==> config.mk <==
export PLATFORM = sky130hd
export DESIGN_NAME = prime_power_finder
export DESIGN_NICKNAME = d
export VERILOG_FILES = /design/src/rtl/pollard_pkg.sv /design/src/rtl/prime_power_finder.sv
export SDC_FILE = /design/constraint.sdc
export NUM_CORES = 1
export LEC_CHECK = 0
export CELL_PAD_IN_SITES_DETAIL_PLACEMENT = 1
export CELL_PAD_IN_SITES_GLOBAL_PLACEMENT = 1
export CORE_ASPECT_RATIO = 1.4
export CORE_MARGIN = 10
export CORE_UTILIZATION = 45
export CTS_CLUSTER_SIZE = 28
export DETAILED_ROUTE_END_ITERATION = 6
export HOLD_SLACK_MARGIN = 0.02
export MAX_ROUTING_LAYER = met4
export PLACE_DENSITY = 0.87
export SYNTH_ARGS = -nofsm -noshare
export SYNTH_HDL_FRONTEND = slang
export SYNTH_SLANG_ARGS = --single-unit
==> constraint.sdc <==
create_clock -name clk -period 13.6 [get_ports clk]
set_input_delay 2.72 -clock clk [delete_from_list [all_inputs] [get_ports clk]]
set_output_delay 2.72 -clock clk [all_outputs]
set_load 0.01 [all_outputs]
==> src/rtl/pollard_pkg.sv <==
`default_nettype none
// ============================================================================
//  Module      : pollard_pkg
//  Description : Shared types and constants for the Pollard p-1 datapath
//                blocks (prime power finder, exponent accumulator, GCD unit).
//  Revision    : 1.0 - initial release
// ============================================================================
package pollard_pkg;

  // Default operand width for the Pollard blocks
  localparam int POLLARD_W = 16;

  // Control states for the prime power finder
  typedef enum logic [1:0] {
    IDLE = 2'd0,
    RUN  = 2'd1,
    DONE = 2'd2
  } state_t;

  // With base >= 2 the exponent never exceeds w-1, so this is always enough
  function automatic int exp_width(input int w);
    return $clog2(w) + 1;
  endfunction

endpackage
`default_nettype wire

==> src/rtl/prime_power_finder.sv <==
`default_nettype none
// ============================================================================
//  Module      : prime_power_finder
//  Description : Finds e = floor(log_p B) and p^e by repeated multiplication,
//                one multiply/compare per cycle, with start/busy/done handshake
//                and an error flag for degenerate operands (p < 2 or B == 0).
//  Revision    : 1.0 - initial release
// ============================================================================
module prime_power_finder
  import pollard_pkg::*;
#(
  parameter  int W     = POLLARD_W,
  localparam int EXP_W = exp_width(W)
) (
  input  logic             clk,
  input  logic             rst,
  input  logic             start,
  input  logic [W-1:0]     boundary,
  input  logic [W-1:0]     base,
  output logic             busy,
  output logic             done,
  output logic [EXP_W-1:0] exponent,
  output logic [W-1:0]     power,
  output logic             err
);

  state_t           r_state;
  state_t           w_next;
  logic [W-1:0]     r_base;
  logic [W-1:0]     r_bound;
  logic [W-1:0]     r_power;
  logic [EXP_W-1:0] r_exp;
  logic [2*W-1:0]   w_prod;
  logic             w_fit;
  logic             w_bad;

  // The product is formed at double width so the compare is exact even when
  // the next power would exceed 2^W; r_power <= B keeps it from overflowing.
  assign w_prod = {{W{1'b0}}, r_power} * {{W{1'b0}}, r_base};
  assign w_fit  = (w_prod <= {{W{1'b0}}, r_bound});
  assign w_bad  = (base < W'(2)) || (boundary == '0);

  // State register
  always_ff @(posedge clk or posedge rst) begin
    if (rst) r_state <= IDLE;
    else     r_state <= w_next;
  end

  // Next-state logic: degenerate operands skip RUN; DONE always lasts one cycle
  always_comb begin
    w_next = r_state;
    case (r_state)
      IDLE: begin
        if (start) w_next = w_bad ? DONE : RUN;
      end
      RUN: begin
        if (!w_fit) w_next = DONE;
      end
      DONE:    w_next = IDLE;
      default: w_next = IDLE;
    endcase
  end

  // Handshake outputs decoded straight from the state register
  always_comb begin
    busy = 1'b0;
    done = 1'b0;
    case (r_state)
      RUN:     busy = 1'b1;
      DONE:    done = 1'b1;
      default: ;
    endcase
  end

  // Datapath: capture operands on accept, iterate in RUN, publish results on
  // the edge that enters DONE so they stay stable until the next completion
  always_ff @(posedge clk or posedge rst) begin
    if (rst) begin
      r_base   <= '0;
      r_bound  <= '0;
      r_power  <= W'(1);
      r_exp    <= '0;
      exponent <= '0;
      power    <= W'(1);
      err      <= 1'b0;
    end else begin
      case (r_state)
        IDLE: begin
          if (start) begin
            r_base  <= base;
            r_bound <= boundary;
            r_power <= W'(1);
            r_exp   <= '0;
            if (w_bad) begin
              exponent <= '0;
              power    <= W'(1);
              err      <= 1'b1;
            end
          end
        end
        RUN: begin
          if (w_fit) begin
            r_power <= w_prod[W-1:0];
            r_exp   <= r_exp + EXP_W'(1);
          end else begin
            exponent <= r_exp;
            power    <= r_power;
            err      <= 1'b0;
          end
        end
        default: ;
      endcase
    end
  end

endmodule
`default_nettype wire

## After elaboration in Yosys (flattened, before gate mapping)

Index checks and enable logic that the tools add are counted.

| word-level totals | value |
|---|---|
| flip-flop bits (word level) | 77 |
| input port bits | 35 |
| output and inout port bits | 24 |
| logic and storage cells | 50 |

| cells by class | value |
|---|---|
| add/sub/neg operators | 1 |
| $mul | 1 |
| magnitude comparators | 2 |
| equality and inequality tests | 6 |
| mux-type cells | 24 |
| reductions and logical operators | 8 |

Operators by type and width:

| cell | number |
|---|---|
| 16-bit two-way mux | 5 |
| 16-bit one-hot mux with 2 select lines | 2 |
| 32-bit by 16-bit <= comparator with 1-bit output | 1 |
| 16-bit by 16-bit multiplier with 32-bit output | 1 |
| 5-bit two-way mux | 5 |
| 5-bit one-hot mux with 2 select lines | 2 |
| 16-bit zero test | 1 |
| 16-bit by 2-bit less-than comparator with 1-bit output, second input constant | 1 |
| 2-bit inequality test, second input constant | 4 |
| 2-bit two-way mux | 3 |
| 5-bit by 1-bit adder with 5-bit output, second input constant | 1 |
| 1-bit two-way mux | 5 |
| 2-bit one-hot mux with 2 select lines | 1 |
| 2-bit AND reduction | 2 |
| 4-bit AND reduction | 1 |
| 3-bit AND reduction | 1 |
| 2-bit by 1-bit equality test with 1-bit output, second input constant | 1 |
| 2-bit equality test, second input constant | 1 |
| 2-bit zero test | 1 |
| 1-bit one-hot mux with 2 select lines | 1 |
| 2-bit nonzero test | 1 |
| 1-bit logical OR | 1 |

## Depth between registers and ports, before layout

Gate-level depths: netlist (run 1).

| logic depth | value |
|---|---|
| depth after elaboration | 5 |
| depth in mapped cells | 33 |
| depth with buffers taken out | 30 |

## Least setup slack after synthesis (run 1)

No wires, ideal clock.

| path | value |
|---|---|
| path kind | register -> register |
| start point | reg r_power[10] |
| end point | reg r_exp[3] |
| library setup time | 0.078 ns |
| data arrival time | 8.002 ns |
| data required time | 13.522 ns |
| slack | 5.520 ns |
| stages on the path, launching flop included | 30 |
| buffers on the path | 2 |
| period minus slack after synthesis | 8.080 ns |
| cell sequence | dfrtp_1 -> clkbuf_1 -> clkbuf_1 -> nand2_1 -> fa_1 -> fa_1 -> fa_1 -> fa_1 -> inv_1 -> fa_1 -> inv_1 -> fa_1 -> inv_1 -> ha_1 -> a21o_1 -> a21o_1 -> a21o_1 -> a21oi_1 -> xnor2_1 -> ha_1 -> nand4_1 -> or4_4 -> nor2_2 -> a21oi_1 -> a2111o_1 -> nor4_1 -> nand4_1 -> or4b_4 -> or3_1 -> a21oi_1 |

| on the way | value |
|---|---|
| longest elaborated chain between the ends | 4 |

RTL lines:

| what | line | source |
|---|---|---|
| start, declared | prime_power_finder.sv:31 | `logic [W-1:0] r_power;` |
| start signal, assigned | prime_power_finder.sv:103 | `r_power <= w_prod[W-1:0];` |
| 16-bit by 16-bit multiplier with 32-bit output | prime_power_finder.sv:39 | `assign w_prod = {{W{1'b0}}, r_power} * {{W{1'b0}}, r_base};` |
| 32-bit by 16-bit <= comparator with 1-bit output | prime_power_finder.sv:40 | `assign w_fit = (w_prod <= {{W{1'b0}}, r_bound});` |
| 2-bit inequality test (no source line) | -- |  |
| 3-bit AND reduction (no source line) | -- |  |
| end signal, assigned | prime_power_finder.sv:104 | `r_exp <= r_exp + EXP_W'(1);` |
| end, declared | prime_power_finder.sv:32 | `logic [EXP_W-1:0] r_exp;` |

Every way passes these cells.
A chain may end at the register's enable or synchronous reset.

## Final worst setup path (run 1)

| path | value |
|---|---|
| start point | reg r_power[10] |
| end point | reg power[15] |

| on the way | value |
|---|---|
| longest elaborated chain between the ends | 4 |

RTL lines:

| what | line | source |
|---|---|---|
| 16-bit by 16-bit multiplier with 32-bit output | prime_power_finder.sv:39 |  |
| 32-bit by 16-bit <= comparator with 1-bit output | prime_power_finder.sv:40 |  |
| 2-bit inequality test (no source line) | -- |  |
| 4-bit AND reduction (no source line) | -- |  |
| end signal, assigned | prime_power_finder.sv:107 | `power <= r_power;` |
| end, declared | prime_power_finder.sv:23 | `output logic [W-1:0] power,` |

Every way passes these cells.

==> flow_summary.json, run 1 <==
{
  "syn_inst": 1390,
  "fin_cells": 1772,
  "die_x_um": 159,
  "totalPowerFinal_w": 0.000518,
  "yosys.area.top_type_share": 0.317,
  "multi_input_area_um2": 9150,
  "via_per_inst": 5.84,
  "portBuffers": 58,
  "slowest_delay_ps": 980,
  "synth_most_common_cell": "nand2_1",
  "min_from": "power[6]",
  "status": "complete, no violations",
  "cts-resized-gates": 0,
  "htree_levels": 3,
  "hold_buffers": 0,
  "fin_crit_sh": 0.699,
  "hold_viol": 0,
  "drive_gt1_frac": 0.0306,
  "fin_nets": 1752,
  "core_region_area_um2": 26800,
  "clock_path_buffers": 2,
  "num_vias": 10300,
  "whs_path_depth": 1,
  "cpMostUsedCell": "fa_1",
  "syn_nets": 1740,
  "wl_um": 43200,
  "clockRootBuffer": "clkbuf_16",
  "worst_ep_arrival_time_ps": 9750,
  "fill_cells": 3159,
  "worst_slew_pin_slew_ps": 1320,
  "path_max_fanout": 38,
  "irDropWorstVdd_uv": 99.1,
  "fmax_ghz": 0.105,
  "max_slew_margin": 0.121,
  "ant_nets": 0,
  "slowest_stage": "dfrtp_1",
  "first_pass_iters": 5,
  "synth_area_leaders": "fa_1 (32%), dfrtp_1 (15%), ha_1 (12%)",
  "maxCapViolCount": 0,
  "drc": 0,
  "rsz0062_at_grt": "no",
  "seq_area_um2": 1930,
  "clk_pin_slew_worst_paths_ps": 70,
  "rrSetupSlack_ps": 4090,
  "place_congestion": 0.914,
  "hpwl_um": 32500,
  "clock_sinks": 77,
  "synth-seq-cells": 77,
  "fin_tns_setup_ps": 0,
  "antenna_cells": 0,
  "synth-edff-count": 0,
  "pre_cts_ws_ps": 4290,
  "setup_viol": 0,
  "grt_pass1_wl_um": 67800,
  "tritoncts": "yes",
  "clock_skew_ps": 12.1,
  "clk_latency_ps": 370,
  "synth_area_um2": 12300,
  "numCtsBuffers": 9,
  "areaGrowthSynthToFinish_pct": 9.58,
  "ios": 59,
  "initial_core_util": 0.457,
  "p_leak_nw": 6.89,
  "wl_per_cell_um": 24.4,
  "async_reset_ff_frac": 1.00,
  "power_density_nw_per_um2": 38.6,
  "avgSynthCellArea_um2": 8.82,
  "ys.flop_type": "dfrtp_1",
  "yosysWarnings": 0,
  "final_util": 0.501,
  "antenna_found_initial": 0,
  "postCtsSetupBuffers": 0,
  "hold_path_class": "flop to flop",
  "synthDistinctLibCells": 66,
  "yosys-top-cells-count": "nand2_1 (266), inv_1 (241), fa_1 (194), ha_1 (121), and2_1 (111)",
  "grt-ovfl-total": 0,
  "critPathRequiredTime_ps": 13840,
  "cp-start-kind": "flop",
  "synth_largest_area_cell": "fa_1",
  "grt_use_total": 0.261,
  "reg2reg_to": "power[15]",
  "finalCriticalPeriod_ps": 9510,
  "yosysSeqAreaShare": 0.157,
  "dieArea_um2": 34300,
  "grt_max_degree": 78,
  "cp-end-kind": "flop",
  "drtIter0Drc": 624,
  "worstReg2RegStart": "r_power[10]",
  "r2r_cells": 28,
  "rows": 71,
  "place_inst": 1756,
  "grt_pass1_vias": 12100,
  "worst_slack_ps": 4090,
  "drv_slew": 0,
  "path_class": "flop to flop",
  "min_to": "power[6]",
  "die_y_um": 215
}
==> registers in the layout, summed over array words and instances, names as in the netlist <==
signal and flops:
err 1, exponent 5, power 16, r_base 16, r_bound 16, r_exp 5
r_power 16, r_state 2
==> through the flow <==
stage	hold slack (ps)	instance area (um2)
after floorplan	452	12300
after global placement	483	13100
after detailed placement	489	13100
after CTS	509	13400
after global routing	528	13400
final	514	13400
==> final cells by class <==
class / count / area share
clock inverters: 7 / 0.00736
repair buffers: 69 / 0.0494
inverters: 241 / 0.0674
flip-flops and latches: 77 / 0.144
well taps: 365 / 0.0340
multi-input cells: 1004 / 0.681
clock buffers: 9 / 0.0168
==> critical path, delay by kind of cell (launching register included) <==
| family | cells | cell delay (ps) |
|---|---|---|
| DFF | 1 | 980 |
| buffers and inverters | 4 | 410 |
| xor gates and xnor gates | 1 | 350 |
| adders and majority gates | 8 | 3810 |
| AOI/OAI and AO/OA | 7 | 1630 |
| and+or+nand+nor | 8 | 2150 |
==> layer usage <==
metal / routed length (um) / part of all wire / track usage
met5: 0 / 0 / -
met4: 4290 / 0.099 / 0.228
met3: 1780 / 0.041 / 0.0323
met2: 22800 / 0.53 / 0.457
met1: 14300 / 0.33 / 0.250
==> cell families after synthesis <==
group	share of synthesized area
AND/OR/NAND/NOR	0.190
buffers and inverters	0.0959
AO/OA/AOI/OAI	0.101
adder cells (fa/ha/maj)	0.440
XOR/XNOR	0.0122
multiplexers	0.00255
flip-flops	0.157
==> report_power, final <==
| part | internal (W) | total [W] | switching, W |
|---|---|---|---|
| logic | 0.00000923 | 0.0000172 | 0.00000797 |
| clock network | 0.000162 | 0.000272 | 0.000110 |
| registers | 0.000229 | 0.000229 | 0 |
| total | 0.000400 | 0.000518 | 0.000118 |
==> worst max-delay path by stage <==
| stage | start | endpoint | depth (start not counted) |
|---|---|---|---|
| 2_1_floorplan | r_power[10] | r_exp[3] | 29 |
| 3_3_place_gp | r_power[10] | power[13] | 28 |
| 3_5_place_dp | r_power[10] | power[14] | 27 |
| 4_1_cts | r_power[10] | power[15] | 27 |
| 5_1_grt | r_power[7] | power[15] | 26 |
| 6_report | r_power[10] | power[15] | 28 |
==> placed cells by master, fill, tap and decap left out, types with 7 or more instances in the layout <==
cell type,instances
a21o_1,12
fa_1,194
o21ai_0,54
a21oi_1,40
nand3_1,29
xnor2_1,12
clkbuf_16,9
ha_1,121
dfrtp_1,75
and2_1,111
clkdlybuf4s50_1,58
a22o_1,20
nand4_1,8
nor4_1,9
buf_4,11
nand2_1,266
nor2b_1,9
inv_1,240
nor2_1,10
o211ai_1,7
nand2b_1,7
a211oi_1,9
nor3_1,7
Power figures use the tool's default switching activity.
==> run 2: changes to the inputs <==
Settings changed: CORE_UTILIZATION 45 to 44, PLACE_DENSITY 0.87 to 0.89.
Clock period 13.6 ns to 8.2 ns, I/O delays scaled along.
==> flow_summary.json, run 2 (same netlist as run 1, synthesis figures left out) <==
{
  "initial_core_util": 0.445,
  "areaGrowthSynthToFinish_pct": 18.8,
  "slowest_delay_ps": 900,
  "clockRootBuffer": "clkbuf_16",
  "rrSetupSlack_ps": -850,
  "wl_um": 58900,
  "r2r_cells": 29,
  "clock_path_buffers": 2,
  "power_density_nw_per_um2": 62.4,
  "worstReg2RegStart": "r_power[0]",
  "clock_skew_ps": 20.8,
  "worst_slack_ps": -852,
  "clk_pin_slew_worst_paths_ps": 90,
  "dieArea_um2": 35000,
  "hold_viol": 0,
  "irDropWorstVdd_uv": 132,
  "reg2reg_to": "r_power[0]",
  "fin_tns_setup_ps": -10940,
  "rows": 72,
  "grt_max_degree": 78,
  "worst_slew_pin_slew_ps": 1120,
  "via_per_inst": 6.47,
  "hpwl_um": 37400,
  "drv_slew": 0,
  "clk_latency_ps": 390,
  "multi_input_area_um2": 9460,
  "cp-start-kind": "flop",
  "portBuffers": 58,
  "min_from": "power[15]",
  "finalCriticalPeriod_ps": 9050,
  "max_slew_margin": 0.249,
  "first_pass_iters": 7,
  "drtIter0Drc": 1317,
  "htree_levels": 3,
  "place_congestion": 0.960,
  "p_leak_nw": 7.43,
  "ant_nets": 0,
  "drive_gt1_frac": 0.134,
  "rsz0062_at_grt": "yes",
  "numCtsBuffers": 9,
  "mostFrequentLayoutCell": "nand2_1",
  "critPathRequiredTime_ps": 8500,
  "cp-end-kind": "flop",
  "grt_pass1_vias": 13400,
  "fmax_ghz": 0.110,
  "antenna_found_initial": 0,
  "grt_use_total": 0.308,
  "fin_crit_sh": 1.10,
  "fin_nets": 1848,
  "clock_sinks": 77,
  "pre_cts_ws_ps": -492,
  "die_x_um": 161,
  "most-common-layout-cells": "nand2_1 (264), inv_1 (237), fa_1 (189)",
  "hold_buffers": 0,
  "hold_path_class": "flop to flop",
  "grt_pass1_wl_um": 79800,
  "fill_cells": 3199,
  "die_y_um": 217,
  "num_vias": 12100,
  "antenna_cells": 0,
  "seq_area_um2": 1950,
  "path_class": "flop to flop",
  "path_max_fanout": 10,
  "slowest_stage": "o211ai_1",
  "min_to": "power[15]",
  "whs_path_depth": 1,
  "drc": 1,
  "violations": "design-rule violations, negative setup slack",
  "ios": 59,
  "maxCapViolCount": 0,
  "tritoncts": "yes",
  "worst_ep_arrival_time_ps": 9350,
  "status": "finished, violations left",
  "wl_per_cell_um": 31.4,
  "setup_viol": 44,
  "grt-ovfl-total": 0,
  "core_region_area_um2": 27600
}
run 2: changes by cell type in the layout (fill, tap and decap cells not counted), moves of 4 or more:
cell	delta
fa_1	-5
and2_4	+4
buf_4	+88
o21ai_0	-4
a21oi_2	+10
ha_1	-10
fa_2	+5
ha_4	+8
a21oi_1	-12
dfrtp_2	+15
dfrtp_1	-15
run 2: area by class of cell:
cell class,count,area share
tap,370,0.0318
clock inverter,6,0.00645
inverter,241,0.0622
multi-input combinational,1004,0.650
clock buffer,10,0.0157
sequential,77,0.134
timing repair buffer,165,0.100
run 2: critical path: cells and delay by family, from the launching register on:
| family | cells | cell delay (ps) |
|---|---|---|
| AO/OA/AOI/OAI | 10 | 3140 |
| flip-flops | 1 | 710 |
| adder cells (fa/ha/maj) | 8 | 3080 |
| buffers and inverters | 4 | 330 |
| AND/OR/NAND/NOR | 6 | 1520 |
| XOR/XNOR | 1 | 160 |
run 2: stage by stage:
stage / total power, W / instances / hold WS, ps / util / area (um2)
5_1_grt: 0.000919 / 1873 / 533 / 0.528 / 14600
3_5_place_dp: 0.000416 / 1828 / 481 / 0.495 / 13700
2_1_floorplan: 0.000393 / 1390 / 452 / - / 12300
3_3_place_gp: 0.000415 / 1828 / 470 / 0.495 / 13700
4_1_cts: 0.000866 / 1852 / 510 / 0.515 / 14200
6_report: 0.000908 / 1873 / 518 / 0.528 / 14600
run 2: layer usage:
metal	track usage	part of all wire
met1	0.288	0.31
met2	0.518	0.48
met3	0.0752	0.097
met4	0.273	0.12
met5	-	0
run 2: power breakdown:
part	leakage, nW	internal [W]	switching [W]
Clock	0.154	0.000271	0.000227
Sequential	0.950	0.000379	0
Combinational	6.32	0.0000153	0.0000151
run 2: worst max path at each step:
| stage | from | slack, ps | endpoint | depth (start not counted) |
|---|---|---|---|---|
| final | r_power[0] | -850 | r_power[0] | 29 |
| after global routing | r_power[5] | -940 | r_exp[2] | 30 |
| after CTS | r_base[4] | 7 | r_exp[2] | 30 |
| after detailed placement | r_power[7] | -490 | r_exp[4] | 27 |
| after global placement | r_base[1] | 30 | r_exp[4] | 28 |
| after floorplan | r_power[10] | 120 | r_exp[4] | 29 |
run 2: timing repair:
item,4_1_cts,5_1_grt
endpoints found under the setup margin,32,45
pin swaps,26,25
cloned,0,1
setup buffers,8,21
gates resized for setup,40,43
